==> config.mk <==
export PLATFORM = sky130hd
export DESIGN_NAME = page_stream_adapter_flat
export DESIGN_NICKNAME = d
export VERILOG_FILES = /design/src/rtl/page_stream_adapter_if.sv /design/src/rtl/page_stream_adapter.sv /design/src/flat_wrapper.sv
export SDC_FILE = /design/constraint.sdc
export NUM_CORES = 1
export LEC_CHECK = 0
export BUFFER_PORTS_ARGS = -buffer_cell sky130_fd_sc_hd__buf_4
export CAP_MARGIN = 40
export CORE_UTILIZATION = 59
export DETAILED_ROUTE_END_ITERATION = 6
export GPL_TIMING_DRIVEN = 0
export PLACE_DENSITY = 0.84
export SETUP_SLACK_MARGIN = 0.3
export SLEW_MARGIN = 10
export SYNTH_ARGS = -nofsm -noshare
export SYNTH_HDL_FRONTEND = slang
export SYNTH_SLANG_ARGS = --single-unit
==> constraint.sdc <==
create_clock -name clk -period 9.4 [get_ports clk]
set_input_delay 1.88 -clock clk [delete_from_list [all_inputs] [get_ports clk]]
set_output_delay 1.88 -clock clk [all_outputs]
set_load 0.01 [all_outputs]
==> src/rtl/page_stream_adapter_if.sv <==
// Stream bundle between the leaf interface, the page adapter and the user kernel.
// The slave modport is the adapter's view; master is the environment around it
// (leaf interface on the if_* side, kernel on the k_* side).
interface page_stream_adapter_if #(
    parameter int PAYLOAD_BITS  = 32,
    parameter int NUM_IN_PORTS  = 1,
    parameter int NUM_OUT_PORTS = 1
);
    // leaf interface -> kernel direction
    logic [NUM_IN_PORTS*PAYLOAD_BITS-1:0]  if_dout;
    logic [NUM_IN_PORTS-1:0]               if_vld;
    logic [NUM_IN_PORTS-1:0]               if_ack;
    logic [NUM_IN_PORTS*PAYLOAD_BITS-1:0]  k_din;
    logic [NUM_IN_PORTS-1:0]               k_din_vld;
    logic [NUM_IN_PORTS-1:0]               k_din_ack;

    // kernel -> leaf interface direction
    logic [NUM_OUT_PORTS*PAYLOAD_BITS-1:0] k_dout;
    logic [NUM_OUT_PORTS-1:0]              k_dout_vld;
    logic [NUM_OUT_PORTS-1:0]              k_dout_ack;
    logic [NUM_OUT_PORTS*PAYLOAD_BITS-1:0] if_din;
    logic [NUM_OUT_PORTS-1:0]              if_din_vld;
    logic [NUM_OUT_PORTS-1:0]              if_din_ack;

    modport master (
        output if_dout, if_vld, k_din_ack, k_dout, k_dout_vld, if_din_ack,
        input  if_ack, k_din, k_din_vld, k_dout_ack, if_din, if_din_vld
    );

    modport slave (
        input  if_dout, if_vld, k_din_ack, k_dout, k_dout_vld, if_din_ack,
        output if_ack, k_din, k_din_vld, k_dout_ack, if_din, if_din_vld
    );
endinterface

==> src/rtl/page_stream_adapter.sv <==
// Buffering adapter between leaf-interface user streams and a page kernel.
// Every channel owns an independent DEPTH-word FIFO; ready/valid are derived
// from the registered occupancy only, so no combinational path crosses a FIFO.
// Also provides per-channel transfer counters, a sticky kernel start and idle.
module page_stream_adapter #(
    parameter int PAYLOAD_BITS  = 32,
    parameter int NUM_IN_PORTS  = 1,
    parameter int NUM_OUT_PORTS = 1,
    parameter int DEPTH_BITS    = 3,
    parameter int CNT_BITS      = 16
) (
    input  logic                              clk,
    input  logic                              reset,
    input  logic                              ap_start,
    input  logic                              clear_cnt,
    page_stream_adapter_if.slave              bus,
    output logic                              kernel_start,
    output logic [NUM_IN_PORTS*CNT_BITS-1:0]  in_cnt,
    output logic [NUM_OUT_PORTS*CNT_BITS-1:0] out_cnt,
    output logic                              idle
);
    localparam int DEPTH = 1 << DEPTH_BITS;

    logic [NUM_IN_PORTS-1:0]  in_empty;
    logic [NUM_OUT_PORTS-1:0] out_empty;
    logic                     kernel_start_q;

    // Leaf interface -> kernel channels
    for (genvar gi = 0; gi < NUM_IN_PORTS; gi++) begin : g_in
        logic [PAYLOAD_BITS-1:0] mem_q [DEPTH];
        logic [DEPTH_BITS-1:0]   wr_ptr_q, wr_ptr_d;
        logic [DEPTH_BITS-1:0]   rd_ptr_q, rd_ptr_d;
        logic [DEPTH_BITS:0]     count_q, count_d;
        logic [CNT_BITS-1:0]     xfer_cnt_q, xfer_cnt_d;
        logic                    full, empty, push, pop;

        // count only reaches DEPTH when full, so its MSB is the full flag
        assign full  = count_q[DEPTH_BITS];
        assign empty = (count_q == '0);
        assign push  = bus.if_vld[gi] & ~full;
        assign pop   = bus.k_din_ack[gi] & ~empty;

        assign bus.if_ack[gi]    = ~full;
        assign bus.k_din_vld[gi] = ~empty;
        assign bus.k_din[gi*PAYLOAD_BITS +: PAYLOAD_BITS] = mem_q[rd_ptr_q];
        assign in_cnt[gi*CNT_BITS +: CNT_BITS] = xfer_cnt_q;
        assign in_empty[gi] = empty;

        // Next pointers, occupancy and delivered-word counter
        always_comb begin
            wr_ptr_d   = wr_ptr_q;
            rd_ptr_d   = rd_ptr_q;
            count_d    = count_q;
            xfer_cnt_d = xfer_cnt_q;
            if (push) wr_ptr_d = wr_ptr_q + 1'b1;
            if (pop)  rd_ptr_d = rd_ptr_q + 1'b1;
            case ({push, pop})
                2'b10:   count_d = count_q + 1'b1;
                2'b01:   count_d = count_q - 1'b1;
                default: count_d = count_q;
            endcase
            if (clear_cnt)  xfer_cnt_d = '0;
            else if (pop)   xfer_cnt_d = xfer_cnt_q + 1'b1;
        end

        // Control state; reset drops all buffered words at once
        always_ff @(posedge clk or negedge reset) begin
            if (!reset) begin
                wr_ptr_q   <= '0;
                rd_ptr_q   <= '0;
                count_q    <= '0;
                xfer_cnt_q <= '0;
            end else begin
                wr_ptr_q   <= wr_ptr_d;
                rd_ptr_q   <= rd_ptr_d;
                count_q    <= count_d;
                xfer_cnt_q <= xfer_cnt_d;
            end
        end

        // Storage write; contents need no reset since occupancy gates reads
        always_ff @(posedge clk) begin
            if (push) mem_q[wr_ptr_q] <= bus.if_dout[gi*PAYLOAD_BITS +: PAYLOAD_BITS];
        end
    end

    // Kernel -> leaf interface channels
    for (genvar gi = 0; gi < NUM_OUT_PORTS; gi++) begin : g_out
        logic [PAYLOAD_BITS-1:0] mem_q [DEPTH];
        logic [DEPTH_BITS-1:0]   wr_ptr_q, wr_ptr_d;
        logic [DEPTH_BITS-1:0]   rd_ptr_q, rd_ptr_d;
        logic [DEPTH_BITS:0]     count_q, count_d;
        logic [CNT_BITS-1:0]     xfer_cnt_q, xfer_cnt_d;
        logic                    full, empty, push, pop;

        assign full  = count_q[DEPTH_BITS];
        assign empty = (count_q == '0);
        assign push  = bus.k_dout_vld[gi] & ~full;
        assign pop   = bus.if_din_ack[gi] & ~empty;

        assign bus.k_dout_ack[gi] = ~full;
        assign bus.if_din_vld[gi] = ~empty;
        assign bus.if_din[gi*PAYLOAD_BITS +: PAYLOAD_BITS] = mem_q[rd_ptr_q];
        assign out_cnt[gi*CNT_BITS +: CNT_BITS] = xfer_cnt_q;
        assign out_empty[gi] = empty;

        // Next pointers, occupancy and delivered-word counter
        always_comb begin
            wr_ptr_d   = wr_ptr_q;
            rd_ptr_d   = rd_ptr_q;
            count_d    = count_q;
            xfer_cnt_d = xfer_cnt_q;
            if (push) wr_ptr_d = wr_ptr_q + 1'b1;
            if (pop)  rd_ptr_d = rd_ptr_q + 1'b1;
            case ({push, pop})
                2'b10:   count_d = count_q + 1'b1;
                2'b01:   count_d = count_q - 1'b1;
                default: count_d = count_q;
            endcase
            if (clear_cnt)  xfer_cnt_d = '0;
            else if (pop)   xfer_cnt_d = xfer_cnt_q + 1'b1;
        end

        // Control state; reset drops all buffered words at once
        always_ff @(posedge clk or negedge reset) begin
            if (!reset) begin
                wr_ptr_q   <= '0;
                rd_ptr_q   <= '0;
                count_q    <= '0;
                xfer_cnt_q <= '0;
            end else begin
                wr_ptr_q   <= wr_ptr_d;
                rd_ptr_q   <= rd_ptr_d;
                count_q    <= count_d;
                xfer_cnt_q <= xfer_cnt_d;
            end
        end

        // Storage write
        always_ff @(posedge clk) begin
            if (push) mem_q[wr_ptr_q] <= bus.k_dout[gi*PAYLOAD_BITS +: PAYLOAD_BITS];
        end
    end

    // Sticky kernel start: latched on the first sampled ap_start
    always_ff @(posedge clk or negedge reset) begin
        if (!reset)        kernel_start_q <= 1'b0;
        else if (ap_start) kernel_start_q <= 1'b1;
    end

    assign kernel_start = kernel_start_q;
    assign idle         = (&in_empty) & (&out_empty);
endmodule

==> src/flat_wrapper.sv <==
// flat-port wrapper written by rule: the top's interface ports become plain ports
module page_stream_adapter_flat 
#(
    parameter int PAYLOAD_BITS  = 32,
    parameter int NUM_IN_PORTS  = 1,
    parameter int NUM_OUT_PORTS = 1,
    parameter int DEPTH_BITS    = 3,
    parameter int CNT_BITS      = 16
)
  (clk, reset, ap_start, clear_cnt, kernel_start, in_cnt, out_cnt, idle, bus_if_dout, bus_if_vld, bus_k_din_ack, bus_k_dout, bus_k_dout_vld, bus_if_din_ack, bus_if_ack, bus_k_din, bus_k_din_vld, bus_k_dout_ack, bus_if_din, bus_if_din_vld);
  page_stream_adapter_if #(.PAYLOAD_BITS(PAYLOAD_BITS), .NUM_IN_PORTS(NUM_IN_PORTS), .NUM_OUT_PORTS(NUM_OUT_PORTS)) bus_i ();
  input  logic clk;
  input  logic reset;
  input  logic ap_start;
  input  logic clear_cnt;
  output logic kernel_start;
  output logic [NUM_IN_PORTS*CNT_BITS-1:0] in_cnt;
  output logic [NUM_OUT_PORTS*CNT_BITS-1:0] out_cnt;
  output logic idle;
  input wire logic [$bits(bus_i.if_dout)-1:0] bus_if_dout;
  input wire logic [$bits(bus_i.if_vld)-1:0] bus_if_vld;
  input wire logic [$bits(bus_i.k_din_ack)-1:0] bus_k_din_ack;
  input wire logic [$bits(bus_i.k_dout)-1:0] bus_k_dout;
  input wire logic [$bits(bus_i.k_dout_vld)-1:0] bus_k_dout_vld;
  input wire logic [$bits(bus_i.if_din_ack)-1:0] bus_if_din_ack;
  output wire logic [$bits(bus_i.if_ack)-1:0] bus_if_ack;
  output wire logic [$bits(bus_i.k_din)-1:0] bus_k_din;
  output wire logic [$bits(bus_i.k_din_vld)-1:0] bus_k_din_vld;
  output wire logic [$bits(bus_i.k_dout_ack)-1:0] bus_k_dout_ack;
  output wire logic [$bits(bus_i.if_din)-1:0] bus_if_din;
  output wire logic [$bits(bus_i.if_din_vld)-1:0] bus_if_din_vld;
  assign bus_i.if_dout = bus_if_dout;
  assign bus_i.if_vld = bus_if_vld;
  assign bus_i.k_din_ack = bus_k_din_ack;
  assign bus_i.k_dout = bus_k_dout;
  assign bus_i.k_dout_vld = bus_k_dout_vld;
  assign bus_i.if_din_ack = bus_if_din_ack;
  assign bus_if_ack = bus_i.if_ack;
  assign bus_k_din = bus_i.k_din;
  assign bus_k_din_vld = bus_i.k_din_vld;
  assign bus_k_dout_ack = bus_i.k_dout_ack;
  assign bus_if_din = bus_i.if_din;
  assign bus_if_din_vld = bus_i.if_din_vld;
  page_stream_adapter #(.PAYLOAD_BITS(PAYLOAD_BITS), .NUM_IN_PORTS(NUM_IN_PORTS), .NUM_OUT_PORTS(NUM_OUT_PORTS), .DEPTH_BITS(DEPTH_BITS), .CNT_BITS(CNT_BITS)) u_core (.clk(clk), .reset(reset), .ap_start(ap_start), .clear_cnt(clear_cnt), .bus(bus_i), .kernel_start(kernel_start), .in_cnt(in_cnt), .out_cnt(out_cnt), .idle(idle));
endmodule
Word level (Yosys, flattened, before mapping)
Memory sizes are Yosys's and may differ from the RTL's.
Index checks and enable logic that the tools add are counted.
Widths: inputs -> output; s select.
{"block": "totals", "ramBits": 512, "word_cells": 50, "reg_bits": 53, "in_bits": 72, "memories": 2}
{"memory": "u_core.g_in[0].mem_q", "depth": 8, "word_bits": 32, "rd": 1, "rd_ports_with_merged_regs": 0, "wr": 1, "line": "page_stream_adapter.sv:30", "rtl": "logic [PAYLOAD_BITS-1:0] mem_q [DEPTH];"}
{"memory": "u_core.g_out[0].mem_q", "depth": 8, "word_bits": 32, "rd": 1, "rd_ports_with_merged_regs": 0, "wr": 1, "line": "page_stream_adapter.sv:89", "rtl": "logic [PAYLOAD_BITS-1:0] mem_q [DEPTH];"}
{"block": "classes", "n_eq_ne": 4, "bitwise_logic": 9, "addsub": 10, "n_mux": 10, "reduce_logical": 6}
{"op": "$mux 16", "n": 4}
{"op": "$add 16x1->16 const B", "n": 2}
{"op": "$pmux 4 s2", "n": 2}
{"op": "$add 3x1->3 const B", "n": 4}
{"op": "$add 4x1->4 const B", "n": 2}
{"op": "$logic_not 4->1", "n": 2}
{"op": "$reduce_bool 2->1", "n": 4}
{"op": "$sub 4x1->4 const B", "n": 2}
{"op": "$and 1x1->1", "n": 5}
{"op": "$eq 2x1->1 const B", "n": 2}
{"op": "$eq 2x2->1 const B", "n": 2}
{"op": "$mux 1", "n": 4}
{"op": "$not 1->1", "n": 4}

Longest topological paths before layout
{"block": "logic_depth", "depth_word": 5, "ltp_mapped": 11, "ltp_nobuf": 9}

Least setup slack after synthesis
Ideal clock, no wire load.
{"block": "synth_timing", "path_kind": "input -> register", "from": "input port bus_k_dout_vld", "to": "memory u_core.g_out[0].mem_q[0][0], enable pin", "t_arrival_ns": 4.570, "setup_time_ns": 0.461, "stages": 3, "path_slack_ns": 4.369, "path_cell_list": "nor2b_1 -> nand2b_1 -> nor3_1"}
{"block": "synth_via", "elab_chain_cells": 3}
{"element": "start, declared", "line": "flat_wrapper.sv:24", "rtl": "input wire logic [$bits(bus_i.k_dout_vld)-1:0] bus_k_dout_vld;"}
{"element": "$and 1x1->1", "line": "page_stream_adapter.sv:98", "rtl": "assign push = bus.k_dout_vld[gi] & ~full;"}
{"element": "$mux 1", "line": "page_stream_adapter.sv:141", "rtl": "if (push) mem_q[wr_ptr_q] <= bus.k_dout[gi*PAYLOAD_BITS +: PAYLOAD_BITS];"}
{"element": "$mux 1 (implied by the code)", "line": "page_stream_adapter.sv:141"}
{"element": "end, declared", "line": "page_stream_adapter.sv:89"}
No other way between the ends.

Worst setup path after layout
{"block": "layout_timing", "from": "register u_core.g_out[0].rd_ptr_q[1]", "to": "output port bus_if_din[26]"}
{"block": "layout_via", "elab_chain_cells": 1}
{"element": "start, declared", "line": "page_stream_adapter.sv:91", "rtl": "logic [DEPTH_BITS-1:0] rd_ptr_q, rd_ptr_d;"}
{"element": "start signal, assigned", "line": "page_stream_adapter.sv:133", "rtl": "rd_ptr_q <= rd_ptr_d;"}
{"element": "$mem_v2 8x32"}
{"element": "end, declared", "line": "flat_wrapper.sv:30", "rtl": "output wire logic [$bits(bus_i.if_din)-1:0] bus_if_din;"}
No other way between the ends.

==> results.cfg <==
[routing]
drt_pass1_iterations = 5
remaining_drc_errors = 0
wire_per_inst_um = 26.05
ant_nets = 0
drt-initial-drc-count = 941
vias_per_cell = 6.148
drt-total-wl_mm = 46.78
dr_total_vias = 11040

[yosys]
yosys.area.top_type = edfxtp_1
ys_types = 39
synth.net_count = 1110
synth-async-reset-ratio_pct = 9.381
ys_warn_count = 0
syn_area_per_cell_um2 = 21.37
synth_area_leaders = edfxtp_1, mux4_2, dfrtp_1, mux2_2, xnor2_1
synth.top_cell.area_share_pct = 70.11
synth_edf_count = 512
ys.flop_type = edfxtp_1
yosysSeqAreaShare_pct = 76.16
netlist_area_um2 = 21930
synthCells = 1026
ys_seq_elements = 565

[critical_path]
r2r-start = u_core.g_out[0].count_q[1]
r2r_end = u_core.g_out[0].count_q[2]
crit_fanout = 10
endpoint = bus_if_din[26]
critPathLaunch = u_core.g_out[0].rd_ptr_q[1]
crit_path_cell_trace = clkbuf_1 > buf_1 > mux4_2 > mux2_2 > buf_4
cp_slowest_cell = buf_1
reg2reg_depth = 11
worstPathRequired_ns = 7.52
cp_data_arrival_time_ns = 3.00
slowest_delay_ns = 0.66
crit_type = flop to primary output
r2r_slack_ns = 6.41
startpoint_type = flop
cp-end-kind = primary output

[outcome]
outcome = complete, no violations

[floorplanning]
die-area_um2 = 37940
boundaryPins = 174
core-area_um2 = 36610
chipWidth_um = 194.8
num_rows = 70
fp.dieH_um = 194.8
initial_core_util_pct = 59.90

[pwr]
power.share.combinational_pct = 31.5
p_int_mw = 5.459
clkPwrFrac_pct = 27.6
seqPwrFrac_pct = 40.9
swShare_pct = 28.94
cellLeakagePower_nw = 8.832
power_switching_mw = 2.223
power.density_nw_per_um2 = 294.6
ir_worst_vdd_mv = 0.2351

[final_layout]
syn_to_final_growth_pct = 18.91
multiInputGateArea_um2 = 5115
nNetsFinal = 1367
seq_area_um2 = 16700
post_route_cells_drive_above_1_share_pct = 38.21
post-route-util_pct = 71.23
n_fill_cell = 2029

[sta]
tns_ns = 0
hold_violations = 0
period_minus_slack_ns = 4.876
skew_ns = 0.009305
fin_crit_sh_pct = 51.87
finalSetupViolCount = 0
fmax_ghz = 0.2051
finalMaxSlewViolations = 0
rsz0062_at_grt = no
worst_slew_pin_slew_ns = 0.8531
hold_slack_ns = 0.4922
slew_headroom_pct = 42.60

[clock_network]
numCtsBuffers = 53
clock_path_buffers = 3
root_buffer = clkbuf_16
post_cts_resized = 0
tritoncts = done
cts_setup_buffers = 0
hold_buffers = 0
htreeDepth = 2
clock-sinks = 565
clkSlewWorstSetupHoldPaths_ns = 0.06
clk_latency_ns = 0.59

[run]
drv_cap = 0

[placement]
dpl.hpwl_mm = 27.64
io_buffers = 172
gp_congestion = 0.7566

[global_route]
grt_max_degree = 54
grt_pass1_wl_mm = 70.73
grt.total_usage_pct = 25.35
overflow = 0
antenna_found_initial = 1
grt_pass1_vias = 11710

[hold_path]
hold_path_class = flop to flop
stage by stage:
stage / cell area (um^2) / power [mW] / instances / setup slack [ns]
2_1_floorplan: 21930 / 4.644 / 1026 / 4.369
3_3_place_gp: 23810 / 5.426 / 1666 / 1.978
3_5_place_dp: 24350 / 5.573 / 1695 / 4.977
4_1_cts: 26070 / 7.741 / 1794 / 4.479
5_1_grt: 26070 / 7.973 / 1795 / 4.405
6_report: 26080 / 7.681 / 1796 / 4.524
metal layers:
metal	vias up	track usage (%)	routed length, um
met2	516	43.65	24410
met1	5734	32.66	17790
met4	0	7.145	1054
met5	-	0	0
met3	84	5.761	3524
li1	4708	-	-
Yosys cell counts (all sizes together) (5+ instances only):
cell / number
edfxtp: 512
mux4: 128
mux2: 70
dfrtp: 53
nor2: 36
nand2: 26
clkbuf: 24
xnor2: 22
buf: 20
xor2: 16
nand3: 15
a21oi: 14
ha: 12
inv: 11
nor3: 8
nor4: 8
or3: 8
o21ai: 7
nand2b: 6
nand4: 6
nor2b: 5
cells in the final DEF, fill, tap and decap left out, types with 15 or more instances in the layout:
| master | n |
|---|---|
| edfxtp_1 | 512 |
| buf_4 | 183 |
| mux4_2 | 128 |
| mux2_2 | 70 |
| clkbuf_16 | 54 |
| dfrtp_1 | 53 |
| clkbuf_1 | 38 |
| nand2_1 | 26 |
| nor2_1 | 24 |
| xnor2_1 | 22 |
| xor2_1 | 16 |
| clkinv_1 | 16 |
| nand3_1 | 15 |
power by group through the flow:
stage / sequential, mW / combinational (mW) / clock [mW]
final: 3.14 / 2.42 / 2.12
after global routing: 3.16 / 2.57 / 2.24
after detailed placement: 3.19 / 2.39 / 0
after CTS: 3.14 / 2.45 / 2.15
after floorplan: 3.16 / 1.48 / 0
after global placement: 3.19 / 2.24 / 0
registers in the layout, indices dropped and copies added (netlist names), 4 cells and up:
signal,count
u_core.g_in.mem_q,256
u_core.in_cnt,16
u_core.g_out.mem_q,256
u_core.out_cnt,16
u_core.g_out.count_q,4
u_core.g_in.count_q,4
critical path, delay by kind of cell (launching register included):
| kind | cells | cell delay (ns) |
|---|---|---|
| buffers and inverters | 3 | 1.25 |
| multiplexers | 2 | 0.73 |
| flip-flops | 1 | 0.42 |
worst min path at each step:
stage / to / cells past startpoint / from / slack (ns)
after floorplan: u_core.g_out[0].wr_ptr_q[2] / 1 / u_core.g_out[0].wr_ptr_q[2] / 0.46
after global placement: u_core.kernel_start / 1 / u_core.kernel_start / 0.46
after detailed placement: u_core.kernel_start / 1 / u_core.kernel_start / 0.48
after CTS: u_core.kernel_start / 1 / u_core.kernel_start / 0.50
after global routing: u_core.kernel_start / 1 / u_core.kernel_start / 0.52
final: u_core.kernel_start / 1 / u_core.kernel_start / 0.49
cell type report:
| type | instances | share of cell area (%) |
|---|---|---|
| clock buffer | 68 | 5.384 |
| timing repair buffer | 202 | 6.636 |
| tap | 468 | 2.246 |
| buffer | 44 | 0.7005 |
| sequential | 565 | 64.05 |
| inverter | 11 | 0.1583 |
| antenna | 1 | 0.009596 |
| clock inverter | 31 | 1.204 |
| multi-input combinational | 406 | 19.62 |
logic make-up (layout without fill, tap and decap cells):
group	Yosys count	in the layout	synth area share, %
AND/OR/NAND/NOR	129	129	2.944
AO/OA/AOI/OAI	29	29	0.9357
other	0	1	0
flip-flops	565	565	76.16
adder cells (fa/ha/maj)	12	12	0.6846
XOR/XNOR	38	38	1.518
buffers and inverters	55	356	1.021
multiplexers	198	198	16.74
Note: power is estimated with default switching activity, not from simulation.
